### src/rtl/mux_scan_nx1_pkg.sv
// Shared types and helpers for the N:1 manual/auto-scan multiplexer.
package mux_scan_nx1_pkg;

  typedef enum logic [1:0] {
    IDLE   = 2'd0,
    MANUAL = 2'd1,
    SCAN   = 2'd2
  } state_e;

  localparam logic MODE_MANUAL = 1'b0;
  localparam logic MODE_SCAN   = 1'b1;

  // Index width for n channels; never narrower than one bit.
  function automatic int unsigned clog2w(input int unsigned n);
    return (n < 2) ? 1 : $clog2(n);
  endfunction

endpackage

### src/rtl/mux_scan_nx1_next_ch_find.sv
// Combinational search for the next unmasked channel above ch, wrapping modulo N.
module next_ch_find
  import mux_scan_nx1_pkg::*;
#(
  parameter int unsigned N = 4
) (
  input  logic [clog2w(N)-1:0] ch,
  input  logic [N-1:0]         mask,
  output logic [clog2w(N)-1:0] next_ch,
  output logic                 wrap,
  output logic                 none
);

  localparam int unsigned CW = clog2w(N);

  logic [CW-1:0] idx;
  logic          found;

  // First open slot in ch+1 .. ch+N; landing at or below ch means we wrapped.
  always_comb begin
    next_ch = ch;
    wrap    = 1'b0;
    none    = &mask;
    found   = 1'b0;
    idx     = '0;
    for (int unsigned i = 1; i <= N; i++) begin
      idx = CW'((32'(ch) + i) % N);
      if (!found && !mask[idx]) begin
        found   = 1'b1;
        next_ch = idx;
        wrap    = (idx <= ch);
      end
    end
  end

endmodule

### src/rtl/mux_scan_nx1.sv
// N:1 registered multiplexer with manual select and masked auto-scan with dwell.
module mux_scan_nx1
  import mux_scan_nx1_pkg::*;
#(
  parameter int unsigned W  = 1,
  parameter int unsigned N  = 4,
  parameter int unsigned DW = 8
) (
  input  logic                 CLK,
  input  logic                 RST_N,
  input  logic                 MODE,
  input  logic                 HOLD,
  input  logic [clog2w(N)-1:0] SEL,
  input  logic [DW-1:0]        DWELL,
  input  logic [N-1:0]         MASK,
  input  logic [N*W-1:0]       DIN,
  output logic [W-1:0]         DOUT,
  output logic [clog2w(N)-1:0] CH,
  output logic                 VALID,
  output logic                 WRAP
);

  localparam int unsigned CW = clog2w(N);

  state_e        state_q, state_d;
  logic [CW-1:0] ch_q, ch_d;
  logic [DW-1:0] cnt_q, cnt_d;
  logic [W-1:0]  dout_q, dout_d;
  logic          valid_q, valid_d;
  logic          wrap_q, wrap_d;

  logic [CW-1:0] next_ch_c, first_ch_c;
  logic          next_wrap_c, none_c, sel_ok_c;
  logic          go_manual_c, go_scan_c, load_c;
  logic [W-1:0]  ch_data [N];

  for (genvar k = 0; k < N; k++) begin : g_unpack
    assign ch_data[k] = DIN[k*W +: W];
  end

  next_ch_find #(.N(N)) u_next_ch_find (
    .ch      (ch_q),
    .mask    (MASK),
    .next_ch (next_ch_c),
    .wrap    (next_wrap_c),
    .none    (none_c)
  );

  // Lowest unmasked channel, used as the scan starting point.
  always_comb begin
    first_ch_c = '0;
    for (int i = int'(N) - 1; i >= 0; i--) begin
      if (!MASK[i]) first_ch_c = CW'(i);
    end
  end

  assign sel_ok_c = (32'(SEL) < N);

  always_comb begin
    state_d     = state_q;
    ch_d        = ch_q;
    cnt_d       = cnt_q;
    dout_d      = dout_q;
    valid_d     = valid_q;
    wrap_d      = 1'b0;
    go_manual_c = 1'b0;
    go_scan_c   = 1'b0;
    load_c      = 1'b0;

    if (!HOLD) begin
      case (state_q)
        IDLE: begin
          valid_d = 1'b0;
          if (MODE == MODE_MANUAL) go_manual_c = 1'b1;
          else if (!none_c)        go_scan_c   = 1'b1;
        end
        MANUAL: begin
          if (MODE == MODE_MANUAL) go_manual_c = 1'b1;
          else if (!none_c)        go_scan_c   = 1'b1;
          else begin
            state_d = IDLE;
            valid_d = 1'b0;
          end
        end
        SCAN: begin
          if (MODE == MODE_MANUAL) begin
            go_manual_c = 1'b1;
          end else if (none_c) begin
            state_d = IDLE;
            valid_d = 1'b0;
            cnt_d   = '0;
          end else if (MASK[ch_q] || (cnt_q >= DWELL)) begin
            // Dwell expired, lowered below the count, or current channel masked away.
            ch_d   = next_ch_c;
            wrap_d = next_wrap_c;
            cnt_d  = '0;
            load_c = 1'b1;
          end else begin
            cnt_d  = cnt_q + DW'(1);
            load_c = 1'b1;
          end
        end
        default: begin
          state_d = IDLE;
          valid_d = 1'b0;
        end
      endcase

      if (go_manual_c) begin
        state_d = MANUAL;
        cnt_d   = '0;
        if (sel_ok_c) begin
          ch_d    = SEL;
          valid_d = 1'b1;
          load_c  = 1'b1;
        end else begin
          valid_d = 1'b0;
        end
      end

      if (go_scan_c) begin
        state_d = SCAN;
        ch_d    = first_ch_c;
        cnt_d   = '0;
        valid_d = 1'b1;
        load_c  = 1'b1;
      end

      if (load_c) dout_d = ch_data[ch_d];
    end
  end

  always_ff @(posedge CLK or negedge RST_N) begin
    if (!RST_N) begin
      state_q <= IDLE;
      ch_q    <= '0;
      cnt_q   <= '0;
      dout_q  <= '0;
      valid_q <= 1'b0;
      wrap_q  <= 1'b0;
    end else begin
      state_q <= state_d;
      ch_q    <= ch_d;
      cnt_q   <= cnt_d;
      dout_q  <= dout_d;
      valid_q <= valid_d;
      wrap_q  <= wrap_d;
    end
  end

  assign DOUT  = dout_q;
  assign CH    = ch_q;
  assign VALID = valid_q;
  assign WRAP  = wrap_q;

endmodule

### config.mk
export PLATFORM = sky130hd
export DESIGN_NAME = mux_scan_nx1
export DESIGN_NICKNAME = d
export VERILOG_FILES = /design/src/rtl/mux_scan_nx1_pkg.sv /design/src/rtl/mux_scan_nx1_next_ch_find.sv /design/src/rtl/mux_scan_nx1.sv
export SDC_FILE = /design/constraint.sdc
export NUM_CORES = 1
export LEC_CHECK = 0
export ABC_CLOCK_PERIOD_IN_PS = 3600
export BUFFER_PORTS_ARGS = -buffer_cell sky130_fd_sc_hd__buf_4
export CORE_MARGIN = 8
export CORE_UTILIZATION = 55
export CTS_CLUSTER_DIAMETER = 60
export DETAILED_ROUTE_END_ITERATION = 10
export PLACE_DENSITY_LB_ADDON = 0.12
export REMOVE_ABC_BUFFERS = 1
export SYNTH_ARGS = -nofsm -noshare
export SYNTH_HDL_FRONTEND = slang
export SYNTH_HIERARCHICAL = 1
export SYNTH_SLANG_ARGS = --single-unit
### constraint.sdc
create_clock -name CLK -period 3.6 [get_ports CLK]
set_input_delay 0.54 -clock CLK [delete_from_list [all_inputs] [get_ports CLK]]
set_output_delay 0.54 -clock CLK [all_outputs]
set_load 0.005 [all_outputs]
Yosys cells after proc, flatten, opt, wreduce, memory -nomap -nowiden
Cells that the tools add are included.
{"block": "word_totals", "regBits": 15, "latch_bits": 0, "ramBits": 0, "romBits": 0, "input_bits": 22, "output_inout_bits": 5, "wordCells": 116, "memories": 0}
{"block": "classes", "addsub": 5, "n_mul": 0, "div": 0, "order_cmp": 11, "n_eq_ne": 5, "n_shift": 0, "mux": 67, "bitwise_logic": 2, "reduce_logical": 20}
{"operator": "8-bit two-way mux", "count": 6}
{"operator": "2-bit two-way mux", "count": 19}
{"operator": "1-bit two-way mux", "count": 35}
{"operator": "2-bit by 3-bit < comparator with 1-bit output (second input constant)", "count": 5}
{"operator": "1-bit binary-select mux with 2-bit select", "count": 6}
{"operator": "8-bit by 1-bit adder with 8-bit output (second input constant)", "count": 1}
{"operator": "8-bit >= comparator", "count": 1}
{"operator": "2-bit less-or-equal comparator", "count": 4}
{"operator": "4-bit by 1-bit inequality test with 1-bit output (second input constant)", "count": 2}
{"operator": "4-bit AND reduction", "count": 2}
{"operator": "3-bit AND reduction", "count": 2}
{"operator": "3-bit nonzero test", "count": 2}
{"operator": "1-bit zero test", "count": 5}
{"operator": "2-bit by 1-bit adder with 2-bit output (second input constant)", "count": 2}
{"operator": "2-bit adder (second input constant)", "count": 2}
{"operator": "2-bit case mux with 2 select lines", "count": 1}
{"operator": "2-bit OR reduction", "count": 2}
{"operator": "3-bit >= comparator (second input constant)", "count": 1}
{"operator": "1-bit logical AND", "count": 3}
{"operator": "3-bit inequality test (second input constant)", "count": 1}
{"operator": "2-bit inverter with 3-bit output", "count": 1}
{"operator": "3-bit OR reduction", "count": 1}
{"operator": "2-bit by 1-bit equality test with 1-bit output (second input constant)", "count": 1}
{"operator": "2-bit equality test (second input constant)", "count": 1}
{"operator": "other kinds (4)", "count": 4}

Depth between registers and ports, before layout
Gate-level depths: netlist of run 1.
{"block": "depth", "word_depth": 23, "mapped_depth": 10, "ltp_nobuf": 9}

Hierarchy
Netlist of run 1, hierarchy kept.
{"module": "mux_scan_nx1", "instances": 1, "cells_each": 138, "area_per_inst_um2": 1217.4, "seq_area_each_um2": 375.4}
{"module": "next_ch_find", "instances": 1, "cells_each": 35, "area_per_inst_um2": 294.0, "seq_area_each_um2": 0.0}

Least setup slack after synthesis of run 1
Ideal clock, no wire load.
{"block": "synth_path", "path_kind": "register to register", "from": "register ch_q[1] (netlist: CH[1])", "to": "register dout_q (netlist: DOUT)", "setup_time_ns": 0.133, "arrival_time_ns": 2.610, "required_time_ns": 3.467, "setup_slack_ns": 0.857, "stages_incl_launch_ff": 11, "n_path_buf": 1, "synth_period_minus_slack_ns": 2.743, "path_cell_list": "dfrtp_1 -> clkbuf_1 -> inv_1 -> ha_1 -> mux4_2 -> o21ai_0 -> xnor2_1 -> nor4_1 -> nor2_1 -> mux2i_1 -> o221ai_2"}
{"block": "synth_via", "elab_chain_len": 23, "elab_cells_between_ends": 41, "cone_classes": "add/sub: 4; mux: 27; bitwise: 1; reduce/logical: 9"}
{"element": "start: declaration", "line_no": "mux_scan_nx1.sv:26", "text": "logic [CW-1:0] ch_q, ch_d;"}
{"element": "start signal: assignment", "line_no": "mux_scan_nx1.sv:143", "text": "ch_q <= ch_d;"}
{"element": "2-bit adder", "line_no": "mux_scan_nx1_next_ch_find.sv:27", "text": "idx = CW'((32'(ch) + i) % N);"}
{"element": "1-bit binary-select mux with 2-bit select", "line_no": "mux_scan_nx1_next_ch_find.sv:28", "text": "if (!found && !mask[idx]) begin"}
{"element": "1-bit two-way mux (implied by the code)", "line_no": "mux_scan_nx1_next_ch_find.sv:28"}
{"element": "1-bit zero test", "line_no": "mux_scan_nx1_next_ch_find.sv:28"}
{"element": "1-bit logical AND", "line_no": "mux_scan_nx1_next_ch_find.sv:28"}
{"element": "1-bit two-way mux", "line_no": "mux_scan_nx1_next_ch_find.sv:28"}
{"element": "1-bit zero test", "line_no": "mux_scan_nx1_next_ch_find.sv:28"}
{"element": "1-bit logical AND", "line_no": "mux_scan_nx1_next_ch_find.sv:28"}
{"element": "(+4 left out)"}
{"element": "named net next_ch_c[0]", "line_no": "mux_scan_nx1.sv:32", "text": "logic [CW-1:0] next_ch_c, first_ch_c;"}
{"element": "(+2 left out)"}
{"element": "2-bit two-way mux (*)", "line_no": "mux_scan_nx1.sv:86", "text": "if (MODE == MODE_MANUAL) begin"}
{"element": "2-bit two-way mux (*)", "line_no": "mux_scan_nx1.sv:71", "text": "case (state_q)"}
{"element": "2-bit two-way mux (*)", "line_no": "mux_scan_nx1.sv:109", "text": "if (go_manual_c) begin"}
{"element": "2-bit two-way mux (*)", "line_no": "mux_scan_nx1.sv:121", "text": "if (go_scan_c) begin"}
{"element": "2-bit two-way mux (*)", "line_no": "mux_scan_nx1.sv:70", "text": "if (!HOLD) begin"}
{"element": "2-bit inverter with 3-bit output (implied by the code) (*)", "line_no": "mux_scan_nx1.sv:129", "text": "if (load_c) dout_d = ch_data[ch_d];"}
{"element": "1-bit binary-select mux with 2-bit select (*)", "line_no": "mux_scan_nx1.sv:129"}
{"element": "1-bit two-way mux (implied by the code) (*) (2 in a row)", "line_no": "mux_scan_nx1.sv:129"}
{"element": "end signal: assignment", "line_no": "mux_scan_nx1.sv:145", "text": "dout_q <= dout_d;"}
{"element": "end: declaration", "line_no": "mux_scan_nx1.sv:28", "text": "logic [W-1:0] dout_q, dout_d;"}
Mark *: on every way through the listed nets, which the timed path passes. The rest lies on a longest branch. The select of a mux whose other input is x is not followed.
A chain may end at the register's enable or synchronous reset.

Worst setup path in the final report of run 1
{"block": "layout_path", "from": "register ch_q[0] (netlist: CH[0])", "to": "register dout_q (netlist: DOUT)"}
Same word-level chain as after synthesis.

==> impl_metrics.csv, run 1 <==
group,metric,value,unit
synth,synth_mux_area_share,10.60,%
placement,placedCellCount,227,
placement,portBuffers,26,
pwr,p_per_area,567.2,nW/um^2
synth,ys.flop_type,"dfrtp_1",
synth,synth_simple_gate_area_share,22.02,%
layout,drive_gt1_share,22.50,%
clocking,h-tree-depth,1,
routing,vias,1396,
setup_path,path_buf_inv,1,
synth,yosys-top-cells-area,"dfrtp_1 (25%), ha_1 (12%), o21ai_0 (6.3%), inv_1 (4.2%), mux4_1 (3.5%)",
global_routing,grt_overflow_total,0,
setup_path,critPathKind,"reg -> reg",
setup_path,cpMaxStageDelayCell,"nor4_1",
timing,fin_crit,2.669,ns
timing,period_share,74.14,%
global_routing,grt_first_pass_wirelength,5.802,mm
pwr,seq_power_share,24.1,%
layout,fin_util,65.49,%
clocking,cts.sinks,15,
routing,avgViaCountPerCell,6.043,
clocking,ctsHoldBuffers,0,
synth,ys_types,47,
die,core,2686,um^2
pwr,p_sw,440.0,uW
clocking,post_cts_resized,0,
setup_path,crit_fanout,5,
job,maxCapViolations,0,
die,design.die.area,4681,um^2
die,die_w,68.42,um
die,rows,19,
global_routing,antenna_found_initial,0,
timing,rsz0062_at_grt,"no",
pwr,p_sw_share,44.09,%
clocking,root_buffer,"clkbuf_4",
routing,drtIter0Drc,113,
die,num_io_pins,27,
pwr,worst_ir_drop_vdd,0.0004704,V
layout,final_cell_count_no_fill,231,
synth,yosys_warnings,6,
synth,synth-seq-area-share,24.83,%
placement,place.gp.congestion,0.8254,
setup_path,crit_family,"simple AND/OR/NAND/NOR gates",
routing,drc,0,
die,start_util,56.26,%
timing,finalSetupViolCount,0,
layout,n_antenna_cell,0,
synth,synth_fa_ha_area_share,12.42,%
layout,fillers,238,
clocking,cts_tree,"built",
clocking,post_cts_buffers,0,
pwr,p_leak,0.8557,nW
routing,wire_per_inst,15.10,um
clocking,clk_pin_slew,0.09,ns
synth,syn_area_per_cell,8.737,um^2
timing,relSlewSlack,68.74,%
routing,drt_first_pass_iters,4,
synth,ys_ff_latch,15,
setup_path,max_stage_delay,0.46,ns
synth,synth_compound_area_share,23.51,%
synth,synth_cells,173,
clocking,clock_latency,0.28,ns
pwr,internal_power,557.8,uW
pwr,clkPwrFrac,9.6,%
synth,synth_area,1511,um^2
global_routing,grt_max_degree,19,
timing,fin_setup_tns,0,ns
global_routing,grt_pass1_vias,1350,
setup_path,required,3.76,ns
layout,nNetsFinal,238,
clocking,cts_buffers,3,
synth,synthArstFlopShare,100.0,%
setup_path,cp_cell_sequence,"inv_1 > ha_1 > mux4_2 > o21ai_0 > xnor2_1 > nor4_1 > nor2_1 > mux2i_1 > o221ai_2",
layout,syn2layout_area_growth,16.39,%
placement,place_hpwl,2.718,mm
die,die_height,68.42,um
setup_path,cp-end-kind,"register",
synth,synth_top_area_share,24.83,%
synth,synth_top_family_by_area,"compound AO/OA/AOI/OAI gates",
synth,yosys.area.top_type,"dfrtp_1",
timing,final_max_slew_viol_count,0,
setup_path,worstPathArrival,2.83,ns
synth,synth_edf_count,0,
clocking,clockBufferDepth,2,
synth,synth_xor_area_share,0.5795,%
routing,totalWireLength,3.487,mm
pwr,p_comb_share,66.3,%
global_routing,track_usage,15.58,%
routing,ant_nets,0,
timing,whs,0.1015,ns
timing,fin_worst_skew,0.001570,ns
timing,clock.fmax,0.3747,GHz
timing,final_hold_viol_count,0,
setup_path,startpoint_type,"register",
min_path,hold_path.class,"in -> async",
timing,worst_pin_slew,0.4647,ns
outcome,status,"finished clean",
kinds of logic after synthesis:
family,after synthesis
buf+inv,22
fa+ha+maj,15
flops,15
compound gates,50
simple gates,60
xor+xnor,1
mux,10
Yosys cell counts (4+ instances only):
| library cell | count |
|---|---|
| dfrtp_1 | 15 |
| a31oi_1 | 4 |
| inv_1 | 17 |
| mux2i_1 | 4 |
| nand2b_1 | 6 |
| nand2_1 | 14 |
| nor2_1 | 11 |
| nand3_1 | 5 |
| o21ai_0 | 19 |
| ha_1 | 15 |
| nor2b_1 | 6 |
power groups by stage:
stage	combinational (mW)	clock (mW)	sequential, mW
after floorplan	0.434	0	0.276
after global placement	0.639	0	0.240
after detailed placement	0.659	0	0.244
after CTS	0.664	0.0981	0.240
after global routing	0.736	0.107	0.245
final	0.662	0.0956	0.240
final cells by class:
| cell class | count | area (um^2) | share of cell area [%] |
|---|---|---|---|
| multi-input cells | 136 | 1045 | 59.39 |
| flip-flops and latches | 15 | 375.4 | 21.34 |
| repair buffers | 28 | 210.2 | 11.95 |
| inverters | 17 | 63.81 | 3.627 |
| well taps | 31 | 38.79 | 2.205 |
| clock buffers | 4 | 26.28 | 1.494 |
per-stage QoR:
step	instance area (um^2)	setup slack (ns)	total power, mW
floorplan	1484	0.9216	0.7099
global placement	1733	0.9979	0.8798
detailed placement	1733	0.9037	0.9026
CTS	1759	0.9427	1.002
global route	1759	0.7746	1.087
finish	1759	0.9309	0.9978
per-layer routing:
metal / global-route usage [%] / vias to the layer above / wire (um)
met1: 19.85 / 671 / 1566
met5: 0 / - / 0
li1: - / 685 / -
met2: 26.95 / 40 / 1711
met3: 3.601 / 0 / 209
met4: 1.535 / 0 / 0
sequential cells by signal, indices dropped and copies added (netlist names):
register / flops
WRAP: 1
cnt_q: 8
VALID: 1
CH: 2
state_q: 2
DOUT: 1
cells in the final DEF (no fill, tap or decap), types with 4 or more instances in the layout:
cell type  instances
inv_1             17
mux2i_1            4
dfrtp_1           15
buf_4             28
nand2b_1           6
ha_1              15
nor2b_1            6
o21ai_0           19
a31oi_1            4
nor2_1            11
nand2_1           14
nand3_1            5
worst paths after layout:
check / cells after the start / from / end / slack, ns
max reg2reg: 9 / CH[0] / DOUT / 0.93
max in group asynchronous: 1 / RST_N / state_q[1] / 3.32
min: 1 / RST_N / CH[0] / 0.10
max: 9 / CH[0] / DOUT / 0.93
min reg2reg: 1 / cnt_q[3] / cnt_q[3] / 0.53
min in group CLK: 2 / HOLD / WRAP / 0.51
No activity file was read; power rests on OpenSTA's default activity.
==> inputs of run 2 (changes only) <==
--- a/config.mk
+++ b/config.mk
@@ -5,10 +5,10 @@
 export SDC_FILE = /design/constraint.sdc
 export NUM_CORES = 1
 export LEC_CHECK = 0
-export ABC_CLOCK_PERIOD_IN_PS = 3600
+export ABC_CLOCK_PERIOD_IN_PS = 2400
 export BUFFER_PORTS_ARGS = -buffer_cell sky130_fd_sc_hd__buf_4
 export CORE_MARGIN = 8
-export CORE_UTILIZATION = 55
+export CORE_UTILIZATION = 50
 export CTS_CLUSTER_DIAMETER = 60
 export DETAILED_ROUTE_END_ITERATION = 10
 export PLACE_DENSITY_LB_ADDON = 0.12
==> constraint.sdc (replaced) <==
create_clock -name CLK -period 2.4 [get_ports CLK]
set_input_delay 0.36 -clock CLK [delete_from_list [all_inputs] [get_ports CLK]]
set_output_delay 0.36 -clock CLK [all_outputs]
set_load 0.005 [all_outputs]
==> run 2 against run 1 <==
  * Worst setup slack got worse by 0.84 ns
  * Non-clock buffer count rose by 17
  * Wire length up 15%
  * Utilization rose by 0.95 points
  * Combinational power is 100% higher
  * Critical path type unchanged
  * Critical endpoint unchanged
  * Highest routed layer is now met4
==> impl_metrics.csv, run 2 (synthesis gave the netlist of run 1 again) <==
group,metric,value,unit
clocking,h-tree-depth,1,
clocking,root_buffer,"clkbuf_4",
routing,ant_nets,0,
timing,finalSetupViolCount,0,
global_routing,grt_overflow_total,0,
routing,vias,1454,
placement,placedCellCount,236,
timing,fin_crit,2.306,ns
die,core,2953,um^2
die,start_util,51.19,%
clocking,clk_pin_slew,0.09,ns
layout,n_antenna_cell,0,
clocking,clockBufferDepth,2,
pwr,clkPwrFrac,7.8,%
setup_path,rrSetupSlack,0.09,ns
pwr,p_total,1.848,mW
setup_path,required,2.56,ns
layout,syn2layout_area_growth,29.80,%
routing,totalWireLength,4.012,mm
outcome,status,"finished clean",
pwr,p_comb_share,72.4,%
timing,clock.fmax,0.4336,GHz
clocking,cts_tree,"built",
setup_path,r2r-end,"DOUT",
clocking,cts.sinks,15,
pwr,seq_power_share,19.8,%
routing,wire_per_inst,16.05,um
layout,largest_register_ffs,8,
placement,pre_cts_ws,-0.1421,ns
timing,worst_pin_slew,0.3729,ns
global_routing,grt_pass1_vias,1479,
clocking,cts_buffers,3,
placement,place_hpwl,2.978,mm
timing,period_share,96.09,%
timing,final_max_slew_viol_count,0,
clocking,clock_latency,0.28,ns
die,die_height,70.98,um
pwr,p_sw_share,43.28,%
setup_path,startpoint,"CH[0]",
timing,timing.final.ws_setup,0.09393,ns
layout,final_cell_mix,"buf_4 (41), o21ai_0 (17), inv_1 (16), dfrtp_1 (15), nand2_1 (14)",
timing,final_hold_viol_count,0,
global_routing,antenna_found_initial,0,
setup_path,endpoint,"DOUT",
routing,drc,0,
setup_path,worstPathArrival,2.46,ns
layout,final_common_cell,"buf_4",
layout,nNetsFinal,255,
layout,drive_gt1_share,33.18,%
routing,drt_first_pass_iters,4,
die,die_w,70.98,um
timing,relSlewSlack,74.50,%
global_routing,grt_max_degree,19,
setup_path,cp-end-kind,"register",
global_routing,grt_first_pass_wirelength,6.410,mm
min_path,hold_path.class,"in -> reg",
pwr,worst_ir_drop_vdd,0.0004426,V
setup_path,startpoint_type,"register",
pwr,p_per_area,942.0,nW/um^2
routing,drtIter0Drc,94,
pwr,p_leak,0.9500,nW
layout,max_flop_register,"cnt_q",
placement,portBuffers,26,
pwr,p_sw,800.0,uW
job,maxCapViolations,0,
die,rows,20,
setup_path,r2r_cells,9,
die,design.die.area,5038,um^2
setup_path,worstReg2RegStart,"CH[0]",
setup_path,crit_fanout,4,
global_routing,track_usage,15.43,%
setup_path,critPathKind,"reg -> reg",
pwr,internal_power,1.048,mW
layout,final_cell_count_no_fill,250,
placement,place.gp.congestion,0.9102,
timing,fin_setup_tns,0,ns
routing,avgViaCountPerCell,5.816,
timing,fin_worst_skew,0.003095,ns
die,num_io_pins,27,
==> run 2: cell count changes in the layout (fill, tap and decap cells not counted), moves of 2 or more <==
cell / delta
o21ai_0: -2
o21ai_2: +2
nor4_1: -2
ha_1: -2
buf_4: +13
buf_6: +2
==> run 2: area by class of cell <==
cell class                 instances  area, um^2
fill                             260       991.0
inverter                          17       63.81
sequential                        15       375.4
timing repair buffer              45       355.3
tap                               33       41.29
clock buffer                       4       26.28
multi-input combinational        136        1100
==> run 2: what timing repair did <==
item,4_1_cts,5_1_grt
hold buffers,1,0
buffers inserted,0,10
endpoints found under the hold margin,15,0
gates resized for setup,1,17
endpoints found under the setup margin,2,9
cloned,0,0
pin swaps,1,5
==> run 2: routing by layer <==
metal  GRT usage (%)  part of all wire, %  vias to the layer above
li1                -                    -                      724
met1           17.98                   44                      692
met2           28.22                   51                       36
met3           3.672                  4.2                        2
met4           2.079                 0.32                        0
met5               0                    0                        -
==> run 2: worst min path at each step <==
stage               startpoint  endpoint  slack [ns]  cells after the start
global route              HOLD      WRAP        0.33                      2
floorplan                RST_N     CH[0]        0.06                      0
global placement         RST_N  cnt_q[6]        0.23                      1
CTS                       HOLD      WRAP        0.33                      2
detailed placement       RST_N  cnt_q[5]        0.23                      1
finish                    HOLD      WRAP        0.33                      2
==> run 2: power by group through the flow <==
| stage | sequential [mW] | clock, mW | combinational, mW |
|---|---|---|---|
| global route | 0.372 | 0.163 | 1.45 |
| detailed placement | 0.365 | 0 | 1.08 |
| global placement | 0.360 | 0 | 1.03 |
| finish | 0.366 | 0.144 | 1.34 |
| CTS | 0.360 | 0.153 | 1.10 |
| floorplan | 0.414 | 0 | 0.651 |
==> run 2: worst max-delay path, stage by stage (launching register included) <==
cell      delay [ns]
dfrtp_1         0.37
inv_1           0.09
ha_4            0.29
mux4_2          0.33
o21ai_2         0.18
xnor2_2         0.12
nor4_4          0.36
nor2_2          0.10
mux2i_1         0.20
o221ai_2        0.13
==> run 2: through the flow <==
step	utilization [%]	instance area (um^2)	hold WS, ns
3_3_place_gp	60.55	1788	0.2256
5_1_grt	66.44	1962	0.3252
2_1_floorplan	-	1484	0.06441
4_1_cts	61.99	1831	0.3310
3_5_place_dp	60.55	1788	0.2315
6_report	66.44	1962	0.3330
==> inputs of run 3 (changes only) <==
--- a/config.mk
+++ b/config.mk
@@ -7,11 +7,12 @@
 export LEC_CHECK = 0
 export ABC_CLOCK_PERIOD_IN_PS = 2400
 export BUFFER_PORTS_ARGS = -buffer_cell sky130_fd_sc_hd__buf_4
-export CORE_MARGIN = 8
+export CORE_MARGIN = 10
 export CORE_UTILIZATION = 50
-export CTS_CLUSTER_DIAMETER = 60
+export CTS_CLUSTER_DIAMETER = 50
 export DETAILED_ROUTE_END_ITERATION = 10
 export PLACE_DENSITY_LB_ADDON = 0.12
+export RECOVER_POWER = 100
 export REMOVE_ABC_BUFFERS = 1
 export SYNTH_ARGS = -nofsm -noshare
 export SYNTH_HDL_FRONTEND = slang
==> run 3 against run 2 <==
  * Via count is 0.96% lower
  * Largest power group unchanged
  * Non-clock buffer count is 3 higher
  * Critical path depth stayed put
  * Flip-flop and latch count stayed put
  * Maximum frequency is 1.2% lower
  * First-iteration DRC count is 57% lower
  * Die area is 12% higher
  * Cell count is 0.40% higher
  * Sequential share of layout area is 0.34 points higher
  * Design area is 1.7% lower
  * Total power is 8.9% lower
  * Utilization is 1.7 points higher
  * Critical path type unchanged
==> impl_metrics.csv, run 3 (synthesis gave the netlist of run 1 again) <==
group,metric,value,unit
routing,avgViaCountPerCell,5.737,
placement,pre_cts_ws,-0.09304,ns
min_path,whs_path_depth,2,
pwr,internal_power,968.7,uW
clocking,clock_latency,0.28,ns
die,design.die.area,5622,um^2
routing,totalWireLength,3.774,mm
setup_path,r2r_cells,9,
global_routing,grt_max_degree,16,
pwr,worst_ir_drop_vdd,0.0005963,V
layout,fin_util,68.16,%
clocking,root_buffer,"clkbuf_4",
setup_path,rrSetupSlack,0.07,ns
layout,drive_gt1_share,30.45,%
clocking,clockBufferDepth,2,
setup_path,cp-end-kind,"register",
global_routing,grt_overflow_total,0,
pwr,p_leak,0.9503,nW
timing,final_hold_viol_count,0,
pwr,clkPwrFrac,8.3,%
timing,clock.fmax,0.4284,GHz
pwr,p_sw_share,42.47,%
layout,syn2layout_area_growth,27.57,%
timing,fin_worst_skew,0.007680,ns
routing,ant_nets,0,
die,die_w,74.98,um
setup_path,startpoint_type,"register",
clocking,cts_tree,"built",
die,start_util,53.43,%
layout,final_cell_mix,"buf_4 (41), o21ai_0 (18), inv_1 (17), dfrtp_1 (15)",
placement,place_hpwl,3.011,mm
min_path,holdCritStartpoint,"HOLD",
global_routing,antenna_found_initial,0,
die,core,2829,um^2
pwr,p_comb_share,70.1,%
min_path,hold_path.class,"in -> reg",
global_routing,track_usage,14.26,%
outcome,status,"finished clean",
clocking,cts.sinks,15,
setup_path,critPathKind,"reg -> reg",
timing,final_max_slew_viol_count,0,
global_routing,grt_pass1_vias,1456,
clocking,clk_pin_slew,0.09,ns
pwr,seq_power_share,21.6,%
routing,wire_per_inst,15.04,um
min_path,hold_end,"WRAP",
timing,timing.final.ws_setup,0.06560,ns
pwr,p_per_area,873.3,nW/um^2
placement,place.gp.congestion,0.8181,
routing,vias,1440,
layout,final_common_cell,"buf_4",
routing,drt_first_pass_iters,4,
timing,period_share,97.27,%
setup_path,crit_fanout,6,
layout,max_flop_register,"cnt_q",
timing,worst_pin_slew,0.8060,ns
clocking,cts_buffers,3,
layout,largest_register_ffs,8,
routing,drc,0,
timing,finalSetupViolCount,0,
die,num_io_pins,27,
die,die_height,74.98,um
setup_path,worstReg2RegStart,"cnt_q[2]",
layout,nNetsFinal,258,
timing,fin_crit,2.334,ns
die,rows,19,
global_routing,grt_first_pass_wirelength,6.492,mm
timing,relSlewSlack,46.27,%
clocking,h-tree-depth,1,
setup_path,worstPathArrival,2.55,ns
routing,drtIter0Drc,40,
setup_path,r2r-end,"cnt_q[3]",
layout,n_antenna_cell,0,
setup_path,required,2.62,ns
pwr,p_sw,715.0,uW
placement,portBuffers,26,
job,maxCapViolations,0,
==> run 3: layout make-up <==
class / instances / area [um^2]
Sequential cell: 15 / 375.4
Fill cell: 243 / 900.9
Tap cell: 31 / 38.79
Clock inverter: 1 / 5.005
Clock buffer: 3 / 22.52
Inverter: 17 / 63.81
Timing Repair Buffer: 48 / 351.6
Multi-Input combinational cell: 136 / 1071
==> run 3: through the flow <==
| step | hold slack (ns) | TNS [ns] | instances | power [mW] | area [um^2] |
|---|---|---|---|---|---|
| after global routing | 0.3360 | -0.03648 | 251 | 1.848 | 1928 |
| final | 0.3381 | 0 | 251 | 1.684 | 1928 |
| after global placement | 0.2209 | 0 | 242 | 1.483 | 1846 |
| after floorplan | 0.06441 | -0.4279 | 168 | 1.065 | 1484 |
| after detailed placement | 0.2238 | -0.09304 | 242 | 1.521 | 1846 |
| after CTS | 0.3219 | 0 | 247 | 1.678 | 1889 |
==> run 3: power by group through the flow <==
| stage | clock [mW] | combinational (mW) | sequential, mW |
|---|---|---|---|
| after detailed placement | 0 | 1.15 | 0.369 |
| after global placement | 0 | 1.12 | 0.364 |
| after floorplan | 0 | 0.651 | 0.414 |
| after global routing | 0.160 | 1.32 | 0.369 |
| after CTS | 0.146 | 1.17 | 0.365 |
| final | 0.140 | 1.18 | 0.363 |
==> run 3: what timing repair did <==
| action | in CTS | in global routing |
|---|---|---|
| hold endpoints to repair | 15 | 0 |
| setup endpoints to repair | 1 | 6 |
| resized for setup | 1 | 9 |
| buffers inserted | 0 | 5 |
| hold buffers | 1 | 0 |
| pin swaps | 1 | 5 |
==> run 3: worst max path at each step <==
stage,cells past startpoint,to,startpoint
final,9,cnt_q[3],cnt_q[2]
after global placement,9,DOUT,CH[1]
after CTS,10,DOUT,cnt_q[2]
after detailed placement,9,DOUT,CH[1]
after global routing,9,cnt_q[3],cnt_q[2]
after floorplan,9,DOUT,CH[0]
==> run 3: worst max-delay path, cell delays in order, from the launching register on <==
cell	delay, ns
dfrtp_1	0.43
ha_2	0.21
nor4_2	0.27
o21ai_1	0.17
a311oi_4	0.39
buf_6	0.17
nand3b_4	0.07
or2_4	0.28
nand2b_1	0.14
o21ai_1	0.13
==> run 3: layer usage <==
metal  part of all wire, %  track usage (%)  vias to the layer above
li1                      -                -                      728
met1                    45            17.76                      667
met2                    48            24.10                       43
met3                   6.8            4.205                        2
met4                  0.24            2.311                        0
met5                     0                0                        -
